<file path="config.mk">
export PLATFORM = sky130hd
export DESIGN_NAME = priority_encoder_8_3
export DESIGN_NICKNAME = d
export VERILOG_FILES = /design/src/rtl/priority_encoder_8_3_pkg.sv /design/src/rtl/priority_encoder_8_3_edge_capture.sv /design/src/rtl/priority_encoder_8_3.sv
export SDC_FILE = /design/constraint.sdc
export NUM_CORES = 1
export LEC_CHECK = 0
export BUFFER_PORTS_ARGS = -buffer_cell sky130_fd_sc_hd__buf_2
export CAP_MARGIN = 40
export CORE_MARGIN = 2
export CORE_UTILIZATION = 53
export DETAILED_ROUTE_END_ITERATION = 16
export PLACE_DENSITY = 0.81
export REMOVE_ABC_BUFFERS = 1
export SLEW_MARGIN = 40
export SYNTH_ARGS = -nofsm -noshare
export SYNTH_HDL_FRONTEND = slang
export SYNTH_SLANG_ARGS = --single-unit
</file>
<file path="constraint.sdc">
create_clock -name clk -period 2.1 [get_ports clk]
set_input_delay 0.525 -clock clk [delete_from_list [all_inputs] [get_ports clk]]
set_output_delay 0.525 -clock clk [all_outputs]
set_load 0.02 [all_outputs]
</file>
<file path="src/rtl/priority_encoder_8_3_pkg.sv">
// ============================================================================
//  Module      : priority_encoder_8_3_pkg
//  Description : Shared widths, FSM encoding and index/one-hot helpers for the
//                8-to-3 priority encoder and the companion 3-to-8 decoder.
//  Revision    : 1.0  initial release
// ============================================================================
`default_nettype none

package priority_encoder_8_3_pkg;

    localparam int N_REQ  = 8;
    localparam int CODE_W = 3;

    typedef enum logic [0:0] {
        IDLE  = 1'b0,
        GRANT = 1'b1
    } state_e;

    // Highest set bit wins; an all-zero vector maps to index 0.
    function automatic logic [CODE_W-1:0] prio_idx(input logic [N_REQ-1:0] vec);
        logic [CODE_W-1:0] idx;
        idx = '0;
        for (int i = 0; i < N_REQ; i++) begin
            if (vec[i]) begin
                idx = CODE_W'(i);
            end
        end
        return idx;
    endfunction

    function automatic logic [N_REQ-1:0] onehot(input logic [CODE_W-1:0] idx);
        logic [N_REQ-1:0] vec;
        vec      = '0;
        vec[idx] = 1'b1;
        return vec;
    endfunction

endpackage

`default_nettype wire

</file>
<file path="src/rtl/priority_encoder_8_3_edge_capture.sv">
// ============================================================================
//  Module      : priority_encoder_8_3_edge_capture
//  Description : Rising-edge detector per request line with a pending register
//                and a registered overflow pulse.
//  Revision    : 1.0  initial release
// ============================================================================
`default_nettype none

module priority_encoder_8_3_edge_capture #(
    parameter int N = 8
) (
    input  logic         clk,
    input  logic         rst_,
    input  logic [N-1:0] req,
    input  logic [N-1:0] clr,
    output logic [N-1:0] pending,
    output logic         overflow
);

    logic [N-1:0] req_q;
    logic [N-1:0] pending_q;
    logic [N-1:0] pending_d;
    logic         overflow_q;
    logic         overflow_d;
    logic [N-1:0] rise;
    logic [N-1:0] kept;

    assign rise = req & ~req_q;
    assign kept = pending_q & ~clr;

    // A rise OR-ed in after the clear lets a same-cycle set beat the clear.
    always_comb begin
        pending_d  = kept | rise;
        overflow_d = |(rise & kept);
    end

    always_ff @(posedge clk or negedge rst_) begin
        if (!rst_) begin
            req_q      <= '0;
            pending_q  <= '0;
            overflow_q <= 1'b0;
        end else begin
            req_q      <= req;
            pending_q  <= pending_d;
            overflow_q <= overflow_d;
        end
    end

    assign pending  = pending_q;
    assign overflow = overflow_q;

endmodule

`default_nettype wire

</file>
<file path="src/rtl/priority_encoder_8_3.sv">
// ============================================================================
//  Module      : priority_encoder_8_3
//  Description : Registered 8-to-3 priority encoder with edge-captured requests
//                and a valid/ack handshake holding each grant until consumed.
//  Revision    : 1.0  initial release
// ============================================================================
`default_nettype none

module priority_encoder_8_3
    import priority_encoder_8_3_pkg::*;
#(
    parameter int N = N_REQ,
    parameter int W = CODE_W
) (
    input  logic         clk,
    input  logic         rst_,
    input  logic         enb_,
    input  logic [N-1:0] req,
    input  logic         ack,
    output logic [W-1:0] code,
    output logic         valid,
    output logic [N-1:0] pending,
    output logic         any,
    output logic         overflow
);

    localparam logic [0:0] ST_IDLE  = IDLE;
    localparam logic [0:0] ST_GRANT = GRANT;

    generate
        if ((N != N_REQ) || (W != CODE_W) || (W != $clog2(N))) begin : g_param_err
            $error("priority_encoder_8_3: N/W inconsistent with package widths");
        end
    endgenerate

    logic [0:0]   state_q;
    logic [0:0]   state_d;
    logic [W-1:0] code_q;
    logic [W-1:0] code_d;
    logic         valid_q;
    logic         valid_d;
    logic [N-1:0] clr;

    priority_encoder_8_3_edge_capture #(
        .N (N)
    ) u_edge_capture (
        .clk      (clk),
        .rst_     (rst_),
        .req      (req),
        .clr      (clr),
        .pending  (pending),
        .overflow (overflow)
    );

    // Disable is checked before ack so a suppressed grant never clears its bit.
    always_comb begin
        state_d = state_q;
        code_d  = code_q;
        valid_d = valid_q;
        clr     = '0;
        case (state_q)
            ST_IDLE: begin
                valid_d = 1'b0;
                if (!enb_ && (|pending)) begin
                    code_d  = prio_idx(pending);
                    valid_d = 1'b1;
                    state_d = ST_GRANT;
                end
            end
            ST_GRANT: begin
                if (enb_) begin
                    valid_d = 1'b0;
                    state_d = ST_IDLE;
                end else if (ack) begin
                    clr     = onehot(code_q);
                    valid_d = 1'b0;
                    state_d = ST_IDLE;
                end
            end
            default: begin
                valid_d = 1'b0;
                state_d = ST_IDLE;
            end
        endcase
    end

    always_ff @(posedge clk or negedge rst_) begin
        if (!rst_) begin
            state_q <= ST_IDLE;
            code_q  <= '0;
            valid_q <= 1'b0;
        end else begin
            state_q <= state_d;
            code_q  <= code_d;
            valid_q <= valid_d;
        end
    end

    assign code  = code_q;
    assign valid = valid_q;
    assign any   = |pending;

endmodule

`default_nettype wire

</file>
# After elaboration in Yosys (flattened, before gate mapping)
# Cells that the tools add are included.
# word_totals
inputBits	12
elab_cells	41
out_inout_bits	14
ff_bits	22
# classes
n_eq_ne	1
magnitude_cmp	2
n_reduce_logical	6
n_mux	19
bitwise_logic	7
# ops
op	n
$and 8x8->8	3
$mux 8	3
$mux 3	6
$not 8->8	2
$reduce_or 8->1	2
$or 8x8->8	1
$mux 1	7
$lt 3x4->1 const B	1
$pmux 1 s2	2
$demux 1 s3	1
$ge 3x1->1 const B	1
$ne 3x3->1 const B	1
$logic_and 1x1->1	2
$reduce_and 2->1	1
$logic_not 1->1	1
$not 1->1	1

# Longest topological paths before layout
# depth
word_depth	11
ltp_mapped	6
depth_no_buf	5

# Hierarchy
# From an unflattened synthesis, not the netlist that was laid out.
# hier_totals
hier_cells	95
hier_area_um2	993.5
# modules_own_cells
module	seq_area_each_um2	cells_each	n_inst	area_per_inst_um2
priority_encoder_8_3_edge_capture	425.4	52	1	639.4
priority_encoder_8_3	125.1	43	1	354.1

# Least setup slack after synthesis
# OpenSTA, ideal clock, no wires.
# synth_path
path_type	reg-to-output
startpoint	register u_edge_capture.pending_q[6], in the netlist u_edge_capture.pending[6]
endpoint	output any
t_arrival_ps	1080
required_time_ps	1575
path_slack_ps	495
path_stages_with_launch	3
path_cell_list	dfrtp_1 -> nor4_1 -> nand3_1
# synth_via
elab_chain_len	1
# synth_lines
element	line_no	rtl
from (decl)	priority_encoder_8_3_edge_capture.sv:21	logic [N-1:0] pending_q;
from (signal assigned)	priority_encoder_8_3_edge_capture.sv:44	pending_q <= pending_d;
$reduce_or 8->1	priority_encoder_8_3.sv:101	assign any = |pending;
to (decl)	priority_encoder_8_3.sv:23	output logic any,
# No other way between the ends.

# Final worst setup path
# Ends and elaborated chain as after synthesis.

==> summary.txt <==
Global routing
  – First-pass GRT wire length: 2670 um
  – GRT Total Usage: 0.1827
  – Largest net degree at the start of global routing: 23
  – Initial antenna violation count: 0
  – Vias in the first global route: between 600 and 700
  – Total grt overflow: 0

Clock network
  – # H-tree levels: 1
  – Later-pin clock latency in the skew report: 0.31 ns
  – Clk buf depth: 2
  – Post-CTS setup buffer count: 0
  – CTS tree: yes
  – Clock root buffer: clkbuf_4
  – Worst-path clk slew: about 0.12 ns
  – Hold Buf Count CTS: 0
  – Number of clock sinks: 22
  – CTS Buf Count: 3
  – PostCTS Resize Cnt: 0

Synthesis
  – Cell taking the most area after synthesis: dfrtp_1
  – Post-synth EDFFs: 0
  – Synth cell count leaders: dfrtp_1 (22), nand2_1 (19), nand2b_1 (10)
  – Top cell type's share of synthesized area: 0.5962
  – Warnings, synthesis: 0
  – Synth cell types: 24
  – Async S/R FF share, synth: 1.000
  – FF+latch count, synth: 22
  – Post-Synthesis Cell Area: roughly 920 um2
  – Seq/Total Area, Yosys: 0.5962
  – Count leader, synth: dfrtp_1
  – Syn Area/Cell: about 10 um2
  – Post-Synthesis Cells: 88
  – Ys flop type: dfrtp_1
  – Synth top area cells: dfrtp_1 (60%), nand2_1 (7.7%), nand2b_1 (6.8%)

Hold path
  – Worst Hold Class: input port to async pin

Flow run
  – Max Cap Violations: 0

Finish
  – Area grow syn2layout: 18.97%
  – Fraction of layout cells with a size suffix above 1: 0.2759
  – ANT cells: 0
  – Post-layout nets: approximately 130

Drt
  – Iter 0 DRT Violations: 10
  – Drt first pass iters: 3
  – Post-route ant nets: 0
  – Vias per inst: ~5.5
  – DRC: 0
  – Via count: between 700 and 800
  – Wire per inst: 12.82 um
  – Routed WL: approximately 1700 um

Die
  – Die Area: about 2100 um2
  – # rows: 15
  – Die height: around 46 um
  – Starting Density: 0.5467
  – Die width: ~46 um
  – I/O pin count: 26
  – Core area: between 1500 and 2000 um2

STA
  – Hold Slack: between 0.1 and 0.15 ns
  – Worst slew pin tran: roughly 0.47 ns
  – Final setup violation count: 0
  – Period utilization: 0.9511
  – Hold Vio Cnt, Final: 0
  – Setup TNS: 0 ns
  – Fin Clk Skew: approximately 0.0031 ns
  – Max Clock Freq: ~500 MHz
  – RSZ-0062 raised after global routing: false
  – Slew headroom: 0.6897
  – Slew Viols, Final: 0
  – Crit path time final: 1.997 ns

Power
  – PD cells: approximately 760 nW/um2
  – Leakage: a little under 0.5 nW
  – Maximum vdd drop: approximately 0.53 mV

Worst setup path
  – R2R Path Start: code[0]
  – Critical path class: register to output port
  – Worst EP required: 1.57 ns
  – Worst R2R Path Depth: 5
  – WP data arrival: 1.47 ns
  – RR Endpoint: u_edge_capture.overflow
  – Crit end category: output port
  – R2R Setup Slk: 0.51 ns
  – Worst Setup Start Kind: register
  – CP Max Fanout: 6

Status
  – Status: finished, final reports clean

Placed design
  – IO Port Bufs: 25
  – Dpl hpwl: around 1300 um
  – GP Congestion: ~0.84
==> kinds of logic after synthesis <==
family,share of synthesized area
AOI/OAI and AO/OA,0.1233
and+or+nand+nor,0.2602
buffers and inverters,0.02033
DFF,0.5962
==> worst max-delay path by stage <==
stage | slack [ns] | end | start
floorplan | 0.49 | any | u_edge_capture.pending[6]
global placement | 0.40 | u_edge_capture.overflow | enb_
detailed placement | 0.33 | u_edge_capture.overflow | enb_
CTS | 0.10 | any | u_edge_capture.pending[6]
global route | 0.009 | any | u_edge_capture.pending[6]
finish | 0.10 | any | u_edge_capture.pending[6]
==> state kept, by name (all words and copies together), names as in the netlist <==
register and flops:
valid 1, u_edge_capture.pending 8, code 3, state_q 1
u_edge_capture.req_q 8, u_edge_capture.overflow 1
==> stage by stage <==
| step | area (um2) | cells | setup WS [ns] | utilization | total power, mW |
|---|---|---|---|---|---|
| final | 1099 | 133 | 0.1027 | 0.6504 | 0.8368 |
| after global routing | 1099 | 133 | 0.008823 | 0.6504 | 0.8707 |
| after CTS | 1099 | 133 | 0.1034 | 0.6504 | 0.8423 |
| after detailed placement | 1062 | 129 | 0.3287 | 0.6289 | 0.6131 |
| after global placement | 1062 | 129 | 0.3997 | 0.6289 | 0.6083 |
| after floorplan | 915.9 | 87 | 0.4949 | - | 0.5558 |
==> layout make-up <==
class	instances	area (um2)
repair buffers	25	125.1
flip-flops and latches	22	550.5
fillers	140	590.6
clock buffers	4	36.28
well taps	17	21.27
multi-input cells	62	354.1
inverters	3	11.26
==> worst max-delay path: stages, from the launching register on <==
cell     delay, ns
dfrtp_1       0.45
nor4_1        0.35
nand3_1       0.17
buf_2         0.19
==> placed cells by master (no fill, tap or decap) <==
cell type and instances:
a21oi_1 4, a31o_1 1, and2b_1 1, and4bb_2 1, buf_2 25, clkbuf_4 3, clkbuf_8 1, dfrtp_1 22
inv_1 3, nand2_1 19, nand2b_1 10, nand3_1 3, nand3b_1 1, nand4b_1 1, nor2_1 4, nor3b_2 1
nor4_1 1, nor4b_2 1, o21ai_0 5, o21ai_1 2, o221ai_1 1, o22a_1 1, o22ai_1 1, o31a_1 2
o32ai_1 1, or3_1 1
==> power breakdown <==
group / switching, mW / internal, mW / leakage [nW]
Sequential: 0.0306 / 0.451 / 0.233
Combinational: 0.0728 / 0.0487 / 0.235
Clock: 0.128 / 0.106 / 0.0210
==> layer usage <==
metal | GRT usage | wire length (um) | up-vias
met4 | 0.1086 | 29 | 0
li1 | - | - | 359
met5 | 0 | 0 | -
met2 | 0.2845 | 841 | 17
met3 | 0.02778 | 70 | 4
met1 | 0.2403 | 763 | 354
Power figures use the tool's default switching activity.
